### src/rtl/ca_search_scheduler_pkg.sv
// Shared acquisition definitions: scheduler state encoding and C/A code geometry.
package ca_search_scheduler_pkg;

  typedef enum logic [2:0] {
    ST_IDLE,
    ST_SELECT,
    ST_LOAD,
    ST_SLEW,
    ST_DWELL,
    ST_EVAL,
    ST_FINISH
  } state_t;

  localparam int CA_CODE_LEN   = 1023;
  localparam int CA_LAST_PHASE = 1022;
  localparam int NUM_PRN       = 32;

endpackage

### src/rtl/ca_prn_mask_scan.sv
// Combinational priority finder: lowest set mask bit at or above a start index.
module ca_prn_mask_scan
  import ca_search_scheduler_pkg::*;
(
  input  logic [NUM_PRN-1:0] mask,
  input  logic [4:0]         from,
  output logic [4:0]         idx,
  output logic               none
);

  // Scanning downward lets the lowest qualifying index win.
  always_comb begin
    idx  = '0;
    none = 1'b1;
    for (int i = NUM_PRN - 1; i >= 0; i--) begin
      if (mask[i] && (5'(i) >= from)) begin
        idx  = 5'(i);
        none = 1'b0;
      end
    end
  end

endmodule

### src/rtl/ca_search_scheduler.sv
// Cold-search controller: sweeps enabled PRNs and code-phase bins, keeps the strongest dwell.
module ca_search_scheduler
  import ca_search_scheduler_pkg::*;
#(
  parameter int PHASE_STEP   = 1,
  parameter int ENERGY_WIDTH = 24
) (
  input  logic                    clk,
  input  logic                    reset,
  input  logic                    start,
  input  logic                    abort,
  input  logic [31:0]             sat_mask,
  input  logic [ENERGY_WIDTH-1:0] threshold,
  input  logic                    chip_tick,
  input  logic [9:0]              ca_code_shift,
  output logic [4:0]              ca_prn,
  output logic                    ca_reset,
  output logic                    ca_enable,
  output logic                    dwell_start,
  input  logic                    dwell_done,
  input  logic [ENERGY_WIDTH-1:0] dwell_energy,
  output logic                    busy,
  output logic                    done,
  output logic                    found,
  output logic [4:0]              best_prn,
  output logic [9:0]              best_phase,
  output logic [ENERGY_WIDTH-1:0] best_energy
);

  localparam logic [10:0] STEP = 11'(PHASE_STEP);

  state_t                    state, state_nx;
  logic [NUM_PRN-1:0]        mask_r;
  logic [ENERGY_WIDTH-1:0]   thr_r;
  logic [ENERGY_WIDTH-1:0]   energy_r;
  logic [4:0]                prn;
  logic [9:0]                phase;
  logic                      first;
  logic [4:0]                scan_idx;
  logic                      scan_none;
  logic [10:0]               phase_sum;
  logic                      wrap;
  logic                      take_best;
  logic                      result_ok;
  logic [ENERGY_WIDTH-1:0]   best_e_nx;

  ca_prn_mask_scan u_scan (
    .mask (mask_r),
    .from (prn),
    .idx  (scan_idx),
    .none (scan_none)
  );

  assign ca_prn = prn;

  // Next-state logic; abort overrides every transition.
  always_comb begin
    state_nx = state;
    case (state)
      ST_IDLE:   if (start) state_nx = ST_SELECT;
      ST_SELECT: state_nx = scan_none ? ST_FINISH : ST_LOAD;
      ST_LOAD:   state_nx = ST_SLEW;
      ST_SLEW:   if (ca_code_shift == phase) state_nx = ST_DWELL;
      ST_DWELL:  if (dwell_done && !dwell_start) state_nx = ST_EVAL;
      ST_EVAL: begin
        if (wrap) state_nx = (prn == 5'(NUM_PRN - 1)) ? ST_FINISH : ST_SELECT;
        else      state_nx = ST_LOAD;
      end
      ST_FINISH: state_nx = ST_IDLE;
      default:   state_nx = ST_IDLE;
    endcase
    if (abort) state_nx = ST_IDLE;
  end

  // Output and datapath decode; ca_enable is the only combinational output.
  always_comb begin
    phase_sum = {1'b0, phase} + STEP;
    wrap      = phase_sum > 11'(CA_LAST_PHASE);
    take_best = (state == ST_EVAL) && (first || (energy_r > best_energy));
    best_e_nx = take_best ? energy_r : best_energy;
    result_ok = ((state == ST_EVAL) || !first) && (best_e_nx >= thr_r);
    ca_enable = 1'b0;
    if (state == ST_SLEW)  ca_enable = (ca_code_shift != phase);
    if (state == ST_DWELL) ca_enable = chip_tick;
  end

  always_ff @(posedge clk) begin
    if (reset) begin
      state       <= ST_IDLE;
      mask_r      <= '0;
      thr_r       <= '0;
      energy_r    <= '0;
      prn         <= '0;
      phase       <= '0;
      first       <= 1'b1;
      ca_reset    <= 1'b1;
      dwell_start <= 1'b0;
      busy        <= 1'b0;
      done        <= 1'b0;
      found       <= 1'b0;
      best_prn    <= '0;
      best_phase  <= '0;
      best_energy <= '0;
    end else begin
      state       <= state_nx;
      ca_reset    <= (state_nx == ST_LOAD);
      dwell_start <= (state_nx == ST_DWELL) && (state != ST_DWELL);
      busy        <= (state_nx != ST_IDLE);
      done        <= (state_nx == ST_FINISH);
      if (state_nx == ST_FINISH) found <= result_ok;
      case (state)
        ST_IDLE: begin
          if (start && !abort) begin
            mask_r      <= sat_mask;
            thr_r       <= threshold;
            prn         <= '0;
            phase       <= '0;
            first       <= 1'b1;
            found       <= 1'b0;
            best_prn    <= '0;
            best_phase  <= '0;
            best_energy <= '0;
          end
        end
        ST_SELECT: if (!scan_none) prn <= scan_idx;
        ST_DWELL:  if (dwell_done && !dwell_start) energy_r <= dwell_energy;
        ST_EVAL: begin
          // Strict compare keeps the earlier bin on ties.
          if (take_best) begin
            best_prn    <= prn;
            best_phase  <= phase;
            best_energy <= energy_r;
          end
          first <= 1'b0;
          if (wrap) begin
            phase <= '0;
            if (prn != 5'(NUM_PRN - 1)) prn <= prn + 5'd1;
          end else begin
            phase <= phase_sum[9:0];
          end
        end
        default: ;
      endcase
    end
  end

endmodule

### config.mk
export PLATFORM = sky130hd
export DESIGN_NAME = ca_search_scheduler
export DESIGN_NICKNAME = d
export VERILOG_FILES = /design/src/rtl/ca_search_scheduler_pkg.sv /design/src/rtl/ca_prn_mask_scan.sv /design/src/rtl/ca_search_scheduler.sv
export SDC_FILE = /design/constraint.sdc
export NUM_CORES = 1
export LEC_CHECK = 0
export ABC_CLOCK_PERIOD_IN_PS = 13490
export CORE_UTILIZATION = 55
export DETAILED_ROUTE_END_ITERATION = 10
export PLACE_DENSITY = 0.83
export SLEW_MARGIN = 0
export SYNTH_ARGS = -nofsm -noshare
export SYNTH_HDL_FRONTEND = slang
export SYNTH_SLANG_ARGS = --single-unit
### constraint.sdc
create_clock -name clk -period 13.49 [get_ports clk]
set_clock_uncertainty 0.1 [all_clocks]
set_input_delay 2.698 -clock clk [delete_from_list [all_inputs] [get_ports clk]]
set_output_delay 2.698 -clock clk [all_outputs]
set_load 0.05 [all_outputs]
# == Word-level counts from Yosys, hierarchy flattened ==
# Index checks and enable logic that the tools add are counted.
# classes
order_cmp,35
n_reduce_logical,51
n_mux,94
eq_ne,18
addsub,2
# ops
operator,n
$mux W5,37
$ge A5 B5 Y1 const A,16
$mux W24,2
$pmux W24 S2,1
$ge A4 B5 Y1 const A,8
$pmux W10 S2,2
$mux W1,38
$logic_and A1 B1 Y1,37
$mux W10,3
$ge A24 B24 Y1,1
$gt A24 B24 Y1,1
$mux W3,7
$ge A3 B5 Y1 const A,4
$pmux W3 S6,1
$pmux W5 S3,1
$eq A3 B3 Y1 const B,4
$add A10 B1 Y11 const B,1
$gt A11 B10 Y1 const B,1
$eq A10 B10 Y1,1
$ge A1 B5 Y1 const A,2
$ge A2 B5 Y1 const A,2
$ne A10 B10 Y1,1
$pmux W5 S2,1
$eq A3 B2 Y1 const B,3
other kinds (16),25
# totals
regBits,143
elab_cells,215
input_bits,96

# == Logic depth before layout (Yosys ltp) ==
# depth
word_depth,41
depth_mapped,21

# == Modules after synthesis ==
# A second synthesis with hierarchy kept.
# hier_totals
cells_unflattened,1052
area_unflattened_um2,8226.6
# by_module_without_submodules
module,cells_each,seq_area_each_um2,area_per_inst_um2,n_inst
ca_search_scheduler,889,2862.7,7293.2,1
ca_prn_mask_scan,163,0.0,933.4,1

# == Least setup slack after synthesis ==
# Ideal clock, no wire load.
# synth_path
kind,input to output
startpoint,input ca_code_shift[9]
endpoint,output ca_enable
t_arrival_ns,3.631
path_buffers,0
stages,4
slack_ns,7.061
required_ns,10.692
path_cell_list,xor2_1 > nor4_1 > nand4_1 > a31o_2
# synth_via
elab_chain_len,3
# synth_rtl
item,line,source
start: declaration,ca_search_scheduler.sv:15,"input logic [9:0] ca_code_shift,"
$ne A10 B10 Y1,ca_search_scheduler.sv:83,if (state == ST_SLEW) ca_enable = (ca_code_shift != phase);
$mux W1,ca_search_scheduler.sv:83,
$mux W1,ca_search_scheduler.sv:84,if (state == ST_DWELL) ca_enable = chip_tick;
end: declaration,ca_search_scheduler.sv:18,"output logic ca_enable,"
# Every way passes these cells.

# == Worst setup path after layout ==
# layout_path
startpoint,input ca_code_shift[6]
endpoint,output ca_enable
# Same word-level chain as after synthesis.

==> metrics.cfg <==
[synth]
yosys_warnings = 0
synth-async-reset-ratio = 0
syn_avg_cell_area_um2 = 7.80
yosys-top-cells-area = dfxtp_1 (34%), nand2_1 (11%), ha_1 (8.0%)
synth-main-ff-cell = dfxtp_1
ys_types = 72
yosysTopAreaCell = dfxtp_1
syn-num-nets = 1226
synth_cells = 1076
ys_seq_area_frac = 0.341
yosys_register_bits = 143
netlist.area_leader.share = 0.341
synth_edf_count = 0
syn_area_mm2 = 0.00840

[worst_setup_path]
worstSetupStartpointType = primary input
crit_required_ps = 10690
arrival_ps = 4790
crit_type = in2out
reg2regPathDepth = 19
slowest_stage = clkdlybuf4s50_1
cpPeakStageDelay_ps = 690
critPathBufInv = 2
r2r_setup_slack_ps = 8450
path_max_fanout = 4
r2r_end = found
timing.rr.start = best_energy[5]
cp_top_family = buffers and inverters
timing.critical_path.cells = clkdlybuf4s50_1 > xor2_1 > nor4_1 > nand4_1 > a31o_2 > clkdlybuf4s50_1
cpMostUsedCell = clkdlybuf4s50_1
crit_path_end_kind = output pin

[timing]
setup_viol = 0
period_needed_ps = 7590
drv_slew = 0
worstMarginPinSlew_ps = 1080
rsz0062_at_grt = no
slew_headroom = 0.276
post-route-period-util = 0.562
fmax_ghz = 0.132
whs_ps = 351
finalHoldViolCount = 0
finalSetupTns_ps = 0

[clock_network]
cts_root_buf = clkbuf_16
post_cts_buffers = 0
ctsResizeCount = 0
clkLatencyLatePin_ps = 430
cts_tree = yes
clk_pin_slew_ps = 50
htreeDepth = 4
ctsHoldBuffers = 0
clockBufferDepth = 2
numCtsBuffers = 17
clock_sinks = 143

[cells_and_area]
syn2layout_area_growth_pct = 24.7
final_cell_mix = nand2_1 (242), clkdlybuf4s50_1 (144), dfxtp_1 (143), a21oi_1 (118), inv_1 (64)
diodes = 0
finalInstanceArea_mm2 = 0.0105
layout-drive-gt1-share = 0.0670
nets = 1331
layout.cells.non_filler = 1378
layout_commonest_cell = nand2_1

[die]
start_util = 0.571
dieWidth_um = 126
dieArea_mm2 = 0.0158
ios = 146
die_h_um = 126
num_rows = 44
coreArea_mm2 = 0.0147

[outcome]
status = complete, but fails checks
violations = DRC

[power_and_ir_drop]
powerDensity_mw_per_mm2 = 97.8
leakage_nw = 4.09
irDropWorstVdd_mv = 0.107
total_power_mw = 1.02

[drt]
remaining_drc_errors = 9
dr_wl_met3_um = 1340
wl_met2_um = 10200
wl_met1_um = 9600
firstDrtPassIters = 9
highest_layer = met4
vias_per_cell = 5.69
wirelength_um = 21500
detail_route.wl_per_cell_um = 15.6
via_count = 7838
drt-initial-drc-count = 657
ant_nets = 0

[min_path]
hp-class = reg2reg
hold_end = thr_r[4]
min_from = thr_r[4]
hold_depth = 2

[global_routing]
grt_pass1_wl_um = 35800
globalRouteOverflowTotal = 0
grt_start_max_net_pins = 84
antenna_found_initial = 0
grt_usage = 0.283
first_global_vias = 7303

[place]
place_area_mm2 = 0.00987
dp_hpwl_um = 14700
placed_cells = 1346
port_buffers = 145
place.gp.congestion = 0.938

[run]
maxCapViolCount = 0

==> worst reg2reg max path, stage by stage, from the launching register on <==
cell and delay (ps):
dfxtp_1 370, inv_1 60, ha_1 320, a21o_1 170, a21o_1 170, a21oi_1 140, o21ai_0 170, a2111o_1 440
o211ai_1 120, buf_4 510, mux2i_1 340, ha_1 270, nand2b_1 150, a211oi_1 270, o31ai_1 150, a2111oi_0 430
o21ai_0 230, a221o_1 370, nand3_1 90, mux2i_1 80
==> stage by stage <==
stage | setup WS, ps | util
3_5_place_dp | 5880 | 0.672
4_1_cts | 5880 | 0.713
5_1_grt | 5690 | 0.713
2_1_floorplan | 7060 | -
6_report | 5900 | 0.713
3_3_place_gp | 5890 | 0.672
==> state kept, by name (all words and copies together), names as in the netlist <==
name	cells
best_energy	24
best_phase	10
best_prn	5
busy	1
ca_prn	5
ca_reset	1
done	1
dwell_start	1
energy_r	24
first	1
found	1
mask_r	32
phase	10
state	3
thr_r	24
==> final cells by class <==
| cell class | count | area, um^2 |
|---|---|---|
| clock inverter | 9 | 106 |
| fill | 1188 | 4220 |
| multi-input combinational | 800 | 5020 |
| tap | 184 | 230 |
| inverter | 65 | 244 |
| timing repair buffer | 154 | 1520 |
| sequential | 143 | 2860 |
| clock buffer | 23 | 498 |
==> cells in the mapped netlist (all sizes together) (18+ instances only) <==
master / number
buf: 24
o21ai: 39
ha: 54
nor2: 33
nand3: 18
inv: 64
nand2b: 47
nand2: 242
dfxtp: 143
a21oi: 119
mux2i: 43
mux2: 23
clkbuf: 44
==> kinds of logic (layout without fill, tap and decap cells) <==
logic type | Yosys count | in the layout | share of synthesized area
DFF | 143 | 143 | 0.341
AOI/OAI and AO/OA | 252 | 252 | 0.190
and+or+nand+nor | 415 | 415 | 0.230
xor gates and xnor gates | 13 | 13 | 0.0136
buffers and inverters | 133 | 251 | 0.0632
adders and majority gates | 54 | 54 | 0.0805
muxes | 66 | 66 | 0.0821
==> where the power goes <==
part	leakage (nW)	total, mW	internal, mW	switching (mW)
Clock	0.291	0.476	0.296	0.180
Sequential	1.16	0.439	0.432	0.00775
Combinational	2.64	0.110	0.0537	0.0560
==> layer usage <==
layer | track usage | vias to the layer above
met4 | 0.101 | 0
li1 | - | 3945
met5 | 0 | -
met2 | 0.467 | 245
met3 | 0.0638 | 30
met1 | 0.361 | 3618
==> worst max-delay path by stage <==
stage	start	endpoint	slack (ps)	cells past startpoint
global placement	ca_code_shift[6]	ca_enable	5890	6
detailed placement	ca_code_shift[6]	ca_enable	5880	6
global route	ca_code_shift[6]	ca_enable	5690	6
finish	ca_code_shift[6]	ca_enable	5900	6
CTS	ca_code_shift[6]	ca_enable	5880	6
floorplan	ca_code_shift[9]	ca_enable	7060	4
(Power assumes the default switching activity.)
